File: config.mk
export PLATFORM = sky130hd
export DESIGN_NAME = rv32i_mem_stage_flat
export DESIGN_NICKNAME = d
export VERILOG_FILES = /design/src/rtl/rv32i_mem_stage_if.sv /design/src/rtl/rv32i_mem_stage.sv /design/src/flat_wrapper.sv
export SDC_FILE = /design/constraint.sdc
export NUM_CORES = 1
export LEC_CHECK = 0
export ABC_CLOCK_PERIOD_IN_PS = 3120
export BUFFER_PORTS_ARGS = -buffer_cell sky130_fd_sc_hd__buf_2
export CORE_AREA = 2 2 149 151
export DETAILED_ROUTE_END_ITERATION = 8
export DIE_AREA = 0 0 151 153
export GPL_ROUTABILITY_DRIVEN = 0
export PLACE_DENSITY = 0.52
export SLEW_MARGIN = 10
export SYNTH_ARGS = -nofsm -noshare
export SYNTH_HDL_FRONTEND = slang
export SYNTH_SLANG_ARGS = --single-unit
File: constraint.sdc
create_clock -name clk -period 3.12 [get_ports clk]
set_input_delay 0.624 -clock clk [delete_from_list [all_inputs] [get_ports clk]]
set_output_delay 0.624 -clock clk [all_outputs]
set_load 0.01 [all_outputs]
File: src/rtl/rv32i_mem_stage_if.sv
// -----------------------------------------------------------------------------
// rv32i_mem_stage_if
// Data-memory request/acknowledge bus between the memory pipeline stage
// (master) and the data memory (slave).
//
// Signals:
//   req    master->slave  request, held until ack or abandon
//   we     master->slave  1 = write
//   addr   master->slave  word-aligned byte address
//   wdata  master->slave  lane-replicated store data
//   be     master->slave  byte enables
//   rdata  slave->master  read data, valid with ack
//   ack    slave->master  transfer complete (may coincide with first req cycle)
// -----------------------------------------------------------------------------
interface rv32i_mem_stage_if;
   logic        req;
   logic        we;
   logic [31:0] addr;
   logic [31:0] wdata;
   logic [3:0]  be;
   logic [31:0] rdata;
   logic        ack;

   modport master (output req, we, addr, wdata, be, input rdata, ack);
   modport slave  (input req, we, addr, wdata, be, output rdata, ack);
endinterface

File: src/rtl/rv32i_mem_stage.sv
// -----------------------------------------------------------------------------
// rv32i_mem_stage
// RV32I memory-access pipeline stage between execute and writeback. Performs
// loads/stores over a variable-latency req/ack bus with byte lanes and
// sign/zero extension, stalls upstream while a transfer is outstanding,
// forwards its result to decode and registers results for writeback.
//
// Parameters:
//   TIMEOUT_CYCLES  cycles spent waiting in BUSY before an access is abandoned
//
// Optional feature (compile-time macro MISALIGN_CHECK_EN):
//   defined   : misaligned LH/LHU/SH/LW/SW are suppressed and flagged
//   undefined : low address bits only select lanes, misalign_err stays 0
//
// Ports:
//   clk, reset          clock, synchronous active-high reset
//   alu_in              effective address or ALU result from execute
//   iw_in, pc_in        instruction word / PC from execute
//   wb_reg_in, wb_en_in destination register / writeback enable
//   w_en_in             store enable (qualifies the store opcode)
//   rs2_data_in         store data
//   dmem                data-memory bus (master modport)
//   mem_stall           hold execute/decode/fetch this cycle
//   wb_data_out, iw_out, pc_out, wb_reg_out, wb_en_out  registered to writeback
//   df_mem_enable, df_mem_reg, df_mem_data             forwarding to decode
//   bus_err             one-cycle pulse after an abandoned access
//   misalign_err        one-cycle pulse after a suppressed misaligned access
// -----------------------------------------------------------------------------
module rv32i_mem_stage #(
   parameter int TIMEOUT_CYCLES = 255
) (
   input  logic              clk,
   input  logic              reset,
   input  logic [31:0]       alu_in,
   input  logic [31:0]       iw_in,
   input  logic [31:0]       pc_in,
   input  logic [4:0]        wb_reg_in,
   input  logic              wb_en_in,
   input  logic              w_en_in,
   input  logic [31:0]       rs2_data_in,
   rv32i_mem_stage_if.master dmem,
   output logic              mem_stall,
   output logic [31:0]       wb_data_out,
   output logic [31:0]       iw_out,
   output logic [31:0]       pc_out,
   output logic [4:0]        wb_reg_out,
   output logic              wb_en_out,
   output logic              df_mem_enable,
   output logic [4:0]        df_mem_reg,
   output logic [31:0]       df_mem_data,
   output logic              bus_err,
   output logic              misalign_err
);

   localparam logic [6:0]  OPC_LOAD  = 7'b0000011;
   localparam logic [6:0]  OPC_STORE = 7'b0100011;
   localparam logic [31:0] NOP_IW    = 32'h0000_0013;
   localparam logic [15:0] TIMEOUT_C = 16'(TIMEOUT_CYCLES);

   typedef enum logic [0:0] {
      ST_IDLE = 1'b0,
      ST_BUSY = 1'b1
   } state_t;

   state_t      state_r;
   state_t      state_nx_s;
   logic [15:0] cnt_r;
   logic [15:0] cnt_nx_s;

   logic [6:0]  opcode_s;
   logic [2:0]  funct3_s;
   logic        is_load_s;
   logic        is_store_s;
   logic        f3_ok_s;
   logic        misalign_s;
   logic        mem_op_s;
   logic        req_s;
   logic        ack_s;
   logic        abandon_s;
   logic        stall_s;
   logic [31:0] result_s;
   logic        wb_en_eff_s;

   // Legal load widths: LB, LH, LW, LBU, LHU.
   function automatic logic load_f3_ok(input logic [2:0] f3);
      case (f3)
         3'b000, 3'b001, 3'b010, 3'b100, 3'b101: load_f3_ok = 1'b1;
         default:                                load_f3_ok = 1'b0;
      endcase
   endfunction

   // Legal store widths: SB, SH, SW.
   function automatic logic store_f3_ok(input logic [2:0] f3);
      case (f3)
         3'b000, 3'b001, 3'b010: store_f3_ok = 1'b1;
         default:                store_f3_ok = 1'b0;
      endcase
   endfunction

   // Byte enables from access width (funct3[1:0]) and the low address bits.
   function automatic logic [3:0] lane_be(input logic [2:0] f3, input logic [1:0] a);
      case (f3[1:0])
         2'b00:   lane_be = 4'b0001 << a;
         2'b01:   lane_be = a[1] ? 4'b1100 : 4'b0011;
         2'b10:   lane_be = 4'b1111;
         default: lane_be = 4'b0000;
      endcase
   endfunction

   // Store data replicated across every lane so the memory only needs be.
   function automatic logic [31:0] store_wdata(input logic [2:0] f3, input logic [31:0] d);
      case (f3[1:0])
         2'b00:   store_wdata = {4{d[7:0]}};
         2'b01:   store_wdata = {2{d[15:0]}};
         2'b10:   store_wdata = d;
         default: store_wdata = 32'h0000_0000;
      endcase
   endfunction

   // Lane extraction plus sign/zero extension of the returned word.
   function automatic logic [31:0] load_extract(input logic [2:0] f3, input logic [1:0] a,
                                                input logic [31:0] d);
      logic [31:0] shifted;
      logic [15:0] half;
      shifted = d >> {a, 3'b000};
      half    = a[1] ? d[31:16] : d[15:0];
      case (f3)
         3'b000:  load_extract = {{24{shifted[7]}}, shifted[7:0]};
         3'b100:  load_extract = {24'h00_0000, shifted[7:0]};
         3'b001:  load_extract = {{16{half[15]}}, half};
         3'b101:  load_extract = {16'h0000, half};
         3'b010:  load_extract = d;
         default: load_extract = 32'h0000_0000;
      endcase
   endfunction

   // Instruction decode and qualification of the memory operation.
   always_comb begin
      opcode_s   = iw_in[6:0];
      funct3_s   = iw_in[14:12];
      is_load_s  = (opcode_s == OPC_LOAD);
      is_store_s = (opcode_s == OPC_STORE) & w_en_in;
      if (is_load_s) begin
         f3_ok_s = load_f3_ok(funct3_s);
      end else if (is_store_s) begin
         f3_ok_s = store_f3_ok(funct3_s);
      end else begin
         f3_ok_s = 1'b0;
      end
`ifdef MISALIGN_CHECK_EN
      case (funct3_s[1:0])
         2'b01:   misalign_s = f3_ok_s & alu_in[0];
         2'b10:   misalign_s = f3_ok_s & (alu_in[1:0] != 2'b00);
         default: misalign_s = 1'b0;
      endcase
`else
      misalign_s = 1'b0;
`endif
      mem_op_s = f3_ok_s & ~misalign_s;
   end

   // FSM state register with saturating wait counter.
   always_ff @(posedge clk) begin
      if (reset) begin
         state_r <= ST_IDLE;
         cnt_r   <= 16'd0;
      end else begin
         state_r <= state_nx_s;
         cnt_r   <= cnt_nx_s;
      end
   end

   // FSM next-state logic.
   always_comb begin
      state_nx_s = state_r;
      cnt_nx_s   = cnt_r;
      case (state_r)
         ST_IDLE: begin
            if (mem_op_s & ~ack_s) begin
               state_nx_s = ST_BUSY;
               cnt_nx_s   = 16'd1;
            end else begin
               state_nx_s = ST_IDLE;
               cnt_nx_s   = 16'd0;
            end
         end
         ST_BUSY: begin
            if (ack_s | abandon_s) begin
               state_nx_s = ST_IDLE;
               cnt_nx_s   = 16'd0;
            end else if (cnt_r != 16'hFFFF) begin
               state_nx_s = ST_BUSY;
               cnt_nx_s   = cnt_r + 16'd1;
            end else begin
               state_nx_s = ST_BUSY;
               cnt_nx_s   = cnt_r;
            end
         end
         default: begin
            state_nx_s = ST_IDLE;
            cnt_nx_s   = 16'd0;
         end
      endcase
   end

   // FSM outputs: the request tracks the (stalled, hence stable) upstream
   // operation in both states; an ack in the timeout cycle beats the abandon.
   always_comb begin
      req_s     = mem_op_s & ~reset;
      ack_s     = dmem.ack & req_s;
      abandon_s = (state_r == ST_BUSY) & (cnt_r == TIMEOUT_C) & ~ack_s;
      stall_s   = mem_op_s & ~ack_s & ~abandon_s;
   end

   // Bus drive; addr/we/be/wdata derive only from stalled-stable inputs.
   always_comb begin
      dmem.req   = req_s;
      dmem.we    = req_s & is_store_s;
      dmem.addr  = {alu_in[31:2], 2'b00};
      dmem.wdata = store_wdata(funct3_s, rs2_data_in);
      if (req_s) begin
         dmem.be = lane_be(funct3_s, alu_in[1:0]);
      end else begin
         dmem.be = 4'b0000;
      end
   end

   // Stage result and effective writeback enable.
   always_comb begin
      result_s    = alu_in;
      wb_en_eff_s = wb_en_in;
      if (is_load_s) begin
         if (mem_op_s & ack_s) begin
            result_s    = load_extract(funct3_s, alu_in[1:0], dmem.rdata);
            wb_en_eff_s = wb_en_in;
         end else begin
            // illegal width, misaligned, waiting or abandoned
            result_s    = 32'h0000_0000;
            wb_en_eff_s = 1'b0;
         end
      end else if (is_store_s) begin
         if (mem_op_s & ack_s) begin
            result_s    = alu_in;
            wb_en_eff_s = wb_en_in;
         end else if (mem_op_s) begin
            // waiting or abandoned
            result_s    = 32'h0000_0000;
            wb_en_eff_s = 1'b0;
         end else begin
            // suppressed store: nothing written to memory or the register file
            result_s    = alu_in;
            wb_en_eff_s = 1'b0;
         end
      end else begin
         result_s    = alu_in;
         wb_en_eff_s = wb_en_in;
      end
   end

   // Forwarding and stall outputs.
   always_comb begin
      mem_stall     = stall_s;
      df_mem_enable = wb_en_in & ~stall_s;
      df_mem_reg    = wb_reg_in;
      df_mem_data   = result_s;
   end

   // Writeback pipeline register; stall cycles insert a bubble.
   always_ff @(posedge clk) begin
      if (reset) begin
         wb_data_out  <= 32'h0000_0000;
         iw_out       <= NOP_IW;
         pc_out       <= 32'h0000_0000;
         wb_reg_out   <= 5'd0;
         wb_en_out    <= 1'b0;
         bus_err      <= 1'b0;
         misalign_err <= 1'b0;
      end else begin
         bus_err      <= abandon_s;
         misalign_err <= misalign_s;
         if (stall_s) begin
            wb_data_out <= 32'h0000_0000;
            iw_out      <= NOP_IW;
            pc_out      <= 32'h0000_0000;
            wb_reg_out  <= 5'd0;
            wb_en_out   <= 1'b0;
         end else begin
            wb_data_out <= result_s;
            iw_out      <= iw_in;
            pc_out      <= pc_in;
            wb_reg_out  <= wb_reg_in;
            wb_en_out   <= wb_en_eff_s;
         end
      end
   end

endmodule

File: src/flat_wrapper.sv
// flat-port wrapper written by rule: the top's interface ports become plain ports
module rv32i_mem_stage_flat 
#(
   parameter int TIMEOUT_CYCLES = 255
)
  (clk, reset, alu_in, iw_in, pc_in, wb_reg_in, wb_en_in, w_en_in, rs2_data_in, mem_stall, wb_data_out, iw_out, pc_out, wb_reg_out, wb_en_out, df_mem_enable, df_mem_reg, df_mem_data, bus_err, misalign_err, dmem_req, dmem_we, dmem_addr, dmem_wdata, dmem_be, dmem_rdata, dmem_ack);
  rv32i_mem_stage_if dmem_i ();
  input  logic clk;
  input  logic reset;
  input  logic [31:0] alu_in;
  input  logic [31:0] iw_in;
  input  logic [31:0] pc_in;
  input  logic [4:0] wb_reg_in;
  input  logic wb_en_in;
  input  logic w_en_in;
  input  logic [31:0] rs2_data_in;
  output logic mem_stall;
  output logic [31:0] wb_data_out;
  output logic [31:0] iw_out;
  output logic [31:0] pc_out;
  output logic [4:0] wb_reg_out;
  output logic wb_en_out;
  output logic df_mem_enable;
  output logic [4:0] df_mem_reg;
  output logic [31:0] df_mem_data;
  output logic bus_err;
  output logic misalign_err;
  output wire logic [$bits(dmem_i.req)-1:0] dmem_req;
  output wire logic [$bits(dmem_i.we)-1:0] dmem_we;
  output wire logic [$bits(dmem_i.addr)-1:0] dmem_addr;
  output wire logic [$bits(dmem_i.wdata)-1:0] dmem_wdata;
  output wire logic [$bits(dmem_i.be)-1:0] dmem_be;
  input wire logic [$bits(dmem_i.rdata)-1:0] dmem_rdata;
  input wire logic [$bits(dmem_i.ack)-1:0] dmem_ack;
  assign dmem_req = dmem_i.req;
  assign dmem_we = dmem_i.we;
  assign dmem_addr = dmem_i.addr;
  assign dmem_wdata = dmem_i.wdata;
  assign dmem_be = dmem_i.be;
  assign dmem_i.rdata = dmem_rdata;
  assign dmem_i.ack = dmem_ack;
  rv32i_mem_stage #(.TIMEOUT_CYCLES(TIMEOUT_CYCLES)) u_core (.clk(clk), .reset(reset), .alu_in(alu_in), .iw_in(iw_in), .pc_in(pc_in), .wb_reg_in(wb_reg_in), .wb_en_in(wb_en_in), .w_en_in(w_en_in), .rs2_data_in(rs2_data_in), .dmem(dmem_i), .mem_stall(mem_stall), .wb_data_out(wb_data_out), .iw_out(iw_out), .pc_out(pc_out), .wb_reg_out(wb_reg_out), .wb_en_out(wb_en_out), .df_mem_enable(df_mem_enable), .df_mem_reg(df_mem_reg), .df_mem_data(df_mem_data), .bus_err(bus_err), .misalign_err(misalign_err));
endmodule
== Word-level counts from Yosys, hierarchy flattened ==
Index checks and enable logic that the tools add are counted.

* Input bits: 170
* Output and inout bits: 213
* Register bits after elaboration: 120
* Logic and storage cells: 68

* Bitwise logic cells: 16
* Add/subtract/negate cells: 1
* Reductions and logical operators: 5
* Multiplexer cells: 25
* Eq/ne operators: 11
* Shift-type cells: 2

{| class="wikitable"
|+ Operator list
! operator !! count
|-
| 2-to-1 mux 32 bit || 5
|-
| case mux 32 bit (5 select lines) || 1
|-
| case mux 32 bit (3 select lines) || 1
|-
| 2-to-1 mux 16 bit || 3
|-
| case mux 16 bit (2 select lines) || 1
|-
| >> shifter 32 x 5 -> 8 bit || 1
|-
| adder 16 x 1 -> 16 bit, second input constant || 1
|-
| equality test 16 x 8 -> 1 bit, second input constant || 1
|-
| inequality test 16 bit, second input constant || 1
|-
| case mux 4 bit (3 select lines) || 1
|-
| bitwise AND 1 bit || 10
|-
| 2-to-1 mux 1 bit || 10
|-
| 2-to-1 mux 4 bit || 2
|-
| equality test 7 x 2 -> 1 bit, second input constant || 1
|-
| equality test 7 x 6 -> 1 bit, second input constant || 1
|-
| equality test 3 bit, second input constant || 2
|-
| inverter 1 bit || 5
|-
| OR reduction 5 bit || 1
|-
| left shift 1 x 2 -> 4 bit, first input constant || 1
|-
| equality test 3 x 1 -> 1 bit, second input constant || 1
|-
| equality test 3 x 2 -> 1 bit, second input constant || 1
|-
| logical NOT 3 bit || 1
|-
| inequality test 3 bit, second input constant || 1
|-
| OR reduction 3 bit || 1
|-
| 6 further kinds || 6
|}

== Logic depth before layout (Yosys ltp) ==
* Word-level depth: 13
* Depth in mapped cells: 9
* Gate-level depth less buffers: 6

== Worst setup path before layout ==
No wires, ideal clock.

* Kind: input -> output
* Start: input port iw_in[12]
* End: output port df_mem_data[23]
* Cell stages on the path: 7
* Data arrival time: 2.089 ns
* Required time: 2.496 ns
* Path buffers: 2
* Path slack: 0.407 ns
* Cells stage by stage: buf_2 o21ai_1 o2111ai_2 a2111oi_4 buf_2 nand2_1 nand2_1

* Word-level cells in the longest chain between the ends: 11
* Elaborated cells between the ends (all ways): 20
* Those cells by class: 4 x eq/ne; 10 x mux; 3 x bitwise; 3 x reduce/logical

{| class="wikitable"
|+ Ends and longest elaborated chain
! element !! line !! RTL
|-
| start, declared || flat_wrapper.sv:11 || <nowiki>input logic [31:0] iw_in;</nowiki>
|-
| equality test 3 x 1 -> 1 bit (tied with other cells) || rv32i_mem_stage.sv:86, rv32i_mem_stage.sv:94, rv32i_mem_stage.sv:127 ||
|-
| OR reduction 3 bit || rv32i_mem_stage.sv:94 || <nowiki>case (f3)</nowiki>
|-
| 2-to-1 mux 1 bit || rv32i_mem_stage.sv:94 ||
|-
| 2-to-1 mux 1 bit || rv32i_mem_stage.sv:145 || <nowiki>end else if (is_store_s) begin</nowiki>
|-
| 2-to-1 mux 1 bit || rv32i_mem_stage.sv:143 || <nowiki>if (is_load_s) begin</nowiki>
|-
| bitwise AND 1 bit || rv32i_mem_stage.sv:209 || <nowiki>req_s = mem_op_s & ~reset;</nowiki>
|-
| bitwise AND 1 bit || rv32i_mem_stage.sv:210 || <nowiki>ack_s = dmem.ack & req_s;</nowiki>
|-
| bitwise AND 1 bit || rv32i_mem_stage.sv:233, rv32i_mem_stage.sv:242 ||
|-
| 2-to-1 mux 32 bit || rv32i_mem_stage.sv:242 || <nowiki>if (mem_op_s & ack_s) begin</nowiki>
|-
| 2-to-1 mux 32 bit || rv32i_mem_stage.sv:241 || <nowiki>end else if (is_store_s) begin</nowiki>
|-
| 2-to-1 mux 32 bit * || rv32i_mem_stage.sv:232 || <nowiki>if (is_load_s) begin</nowiki>
|-
| end, declared || flat_wrapper.sv:25 || <nowiki>output logic [31:0] df_mem_data;</nowiki>
|}

Mark *: on every way between the ends. The rest lies on a longest branch, timed or not.

== Worst setup path after layout ==
* Start: input port iw_in[3]
* End: output port df_mem_data[13]

* Word-level cells in the longest chain between the ends: 10
* Elaborated cells between the ends (all ways): 13
* Those cells by class: 2 x eq/ne; 7 x mux; 4 x bitwise

{| class="wikitable"
|+ Ends and longest elaborated chain
! element !! line !! RTL
|-
| equality test 7 x 6 -> 1 bit || rv32i_mem_stage.sv:142 || <nowiki>is_store_s = (opcode_s == OPC_STORE) & w_en_in;</nowiki>
|-
| bitwise AND 1 bit || rv32i_mem_stage.sv:142 ||
|-
| 2-to-1 mux 1 bit || rv32i_mem_stage.sv:145 ||
|-
| 2-to-1 mux 1 bit || rv32i_mem_stage.sv:143 ||
|-
| bitwise AND 1 bit || rv32i_mem_stage.sv:209 ||
|-
| bitwise AND 1 bit || rv32i_mem_stage.sv:210 ||
|-
| bitwise AND 1 bit || rv32i_mem_stage.sv:233, rv32i_mem_stage.sv:242 ||
|-
| 2-to-1 mux 32 bit || rv32i_mem_stage.sv:242 ||
|-
| 2-to-1 mux 32 bit || rv32i_mem_stage.sv:241 ||
|-
| 2-to-1 mux 32 bit * || rv32i_mem_stage.sv:232 ||
|}

Marked as above.

==> results by group <==
Run status
  • Outcome: finished clean

Setup path
  • WP data required: 2.50 ns
  • Worst path slowest cell: nor4_2
  • FF-to-FF setup slack: 0.84 ns
  • Crit-path max cell delay: 0.40 ns
  • Reg2Reg Launch Point: u_core.cnt_r[0]
  • Crit Path Max Fanout: 15
  • CP cell instances: buf_2 > nor4_2 > buf_4 > o2111ai_2 > nor2_2 > buf_12 > a22o_1 > buf_2
  • FF-to-FF path depth: 6
  • WP data arrival: 2.35 ns
  • Kind of critical path: in -> out
  • Startpoint class of the critical path: input port
  • R2r endpoint: u_core.cnt_r[12]
  • Critical path capture point type: primary output
  • CP most frequent cell: buf_2

Synthesis
  • Main synth FF type: dfxtp_1
  • Number of distinct library cells after synthesis: 58
  • Ys Warns: 0
  • Gate Count Post-Synth: 628
  • Avg Cell Area, Syn: 8.86 um^2
  • Number of synthesized flops with an enable pin: 0
  • Async SR Flop Fraction: 0
  • Register bit count reported by yosys: 120
  • Post-synthesis sequential area ratio: 0.432
  • Synth Cell Area: 5560 um^2

Job
  • Max cap viols: 0

Die
  • Core ar.: 21,500 um^2
  • DIE AREA: 23,100 um^2
  • Die Width: 151 um
  • Vert. Die Dim: 153 um
  • Top Ports: 383
  • Row cnt: 54
  • Starting density of the core: 0.259

Clock network
  • Clk pin slew, worst setup/hold paths: 0.06 ns
  • Clk sinks: 120
  • Clock root buffer: clkbuf_16
  • Post-CTS Hold Buffers: 0
  • Max clock buf depth: 2
  • Post-CTS sizing: 0
  • Clock latency on the worst-skew pair: 0.41 ns
  • CTS buffer count: 17
  • Post-CTS Setup Inserts: 0
  • CTS tree: yes
  • H-tree depth: 4

GRT
  • Global-route wire length before repair: 29.4 mm
  • All-Layer GR Usage: 0.168
  • Pin count of the biggest net entering global routing: 82
  • Initial antenna violation count: 0
  • Vias in the first global route: 5,275
  • Total grt overflow: 0

STA
  • Pins over their slew limit: 0
  • Least-Margin Pin Slew: 0.760 ns
  • Headroom to the max-slew limit: 0.489
  • Final period util: 0.952
  • Setup violators final: 0
  • Post-route minimum period: 2.97 ns
  • Skew final: 0.00951 ns
  • FMAX: 0.337 GHz
  • Fin. Hold Viols: 0
  • Setup TNS: 0 ns
  • RSZ-0062 raised after global routing: false

Drt
  • Antenna Nets Post-Route: 0
  • DRT Wirelength: 20.3 mm
  • Drt first pass iters: 4
  • Number of remaining DRC errors: 0
  • DR WL/cell: 16.0 um
  • Vias per inst: 4.45
  • Via count: 5,633
  • Drt initial violations: 213

Hold path
  • Worst Hold Class: in -> reg
  • Worst hold stages: 2
  • Min-Delay Startpoint: iw_in[7]
  • Hold endpoint: u_core.iw_out[7]

Placed design
  • I/O Buffers: 379
  • # placed instances: 1,235
  • DPL Wire Length: 15.8 mm

Power and ir drop
  • Maximum vdd drop: 0.290 mV
  • P_leak: 4.16 nW
  • Pwr dens: 515 nW/um^2

Layout
  • Layout area overhead: 46.2%
  • Commonest non-fill, non-tap cells in the layout: buf_2, dfxtp_1, nand2_1, and2_1, a21oi_1
  • Commonest non-fill, non-tap cell in the layout: buf_2
  • Fill cells: 2,290
  • Antenna fix cells: 0
  • Fin nets: 1,145
  • Post-Layout Cell Count: 1,267
  • Share of layout cells above drive strength 1: 0.470
==> worst max-delay path by stage <==
stage / start / end / slack, ns / cells after the start
6_report: iw_in[3] / df_mem_data[13] / 0.15 / 8
5_1_grt: iw_in[3] / df_mem_data[23] / 0.006 / 9
4_1_cts: iw_in[3] / df_mem_enable / 0.11 / 8
3_5_place_dp: iw_in[3] / df_mem_enable / 0.12 / 8
3_3_place_gp: iw_in[3] / df_mem_data[19] / 0.12 / 9
2_1_floorplan: iw_in[12] / df_mem_data[23] / 0.41 / 7
==> power breakdown <==
part / internal (mW) / total [mW] / switching (mW) / leakage (nW)
logic: 0.302 / 0.656 / 0.354 / 2.90
clock network: 1.12 / 1.91 / 0.795 / 0.268
registers: 1.60 / 1.62 / 0.0164 / 0.995
==> layout make-up <==
cell class | instances | area [um^2] | share of cell area
inverters | 14 | 52.6 | 0.00646
flip-flops and latches | 120 | 2400 | 0.295
well taps | 280 | 350 | 0.0431
clock inverters | 14 | 140 | 0.0172
clock buffers | 18 | 429 | 0.0528
multi-input cells | 421 | 2660 | 0.326
repair buffers | 400 | 2100 | 0.259
==> per-layer routing <==
metal,GRT usage,up-vias,routed length [um]
met2,0.289,243,9800
met5,0,-,0
met1,0.205,2585,8540
met3,0.0466,13,1700
li1,-,2792,-
met4,0.0418,0,225
==> per-stage QoR <==
stage | power, mW | util | setup WS [ns] | hold WS, ns | area [um^2]
floorplan | 2.00 | - | 0.407 | 0.486 | 5570
global placement | 2.32 | 0.352 | 0.120 | 0.512 | 7560
detailed placement | 2.32 | 0.352 | 0.116 | 0.520 | 7560
CTS | 4.27 | 0.379 | 0.110 | 0.388 | 8130
global route | 4.39 | 0.379 | 0.00641 | 0.388 | 8130
finish | 4.19 | 0.379 | 0.149 | 0.409 | 8130
==> synthesized netlist by cell type (6+ instances only) <==
cell       number  area, um^2
dfxtp_1       120        2400
nand2_1        99         372
and2_1         80         500
buf_4          39         293
a21oi_1        30         150
nor2_1         28         105
a21o_1         18         135
mux2i_1        18         180
a22o_1         16         140
mux2_2         16         180
clkbuf_1       15        56.3
inv_1          13        48.8
o21ai_0        13        65.1
nand3_1        12        60.1
buf_2           9        45.0
a221o_1         8        80.1
nor3_1          8        40.0
clkbuf_2        7        35.0
o2bb2ai_1       7        61.3
nor2b_1         6        37.5
xnor2_1         6        52.6
==> logic make-up after synthesis <==
kind of cell	count (synthesis)	synth area share
xor+xnor	6	0.00945
mux	35	0.0688
fa+ha+maj	1	0.00225
flops	120	0.432
buf+inv	89	0.0933
other cells	1	0.000674
compound gates	116	0.153
simple gates	260	0.241
==> critical path: cells and delay by family <==
family                 cells  cell delay [ns]
AO/OA/AOI/OAI              2             0.36
buffers and inverters      4             0.64
AND/OR/NAND/NOR            2             0.70
==> state kept, by name, indices dropped and copies added, names as in the netlist <==
name / cells
u_core.iw_out: 32
u_core.pc_out: 32
u_core.wb_data_out: 32
u_core.cnt_r: 16
u_core.wb_reg_out: 5
u_core.bus_err: 1
u_core.state_r: 1
u_core.wb_en_out: 1
(Power assumes the default switching activity.)
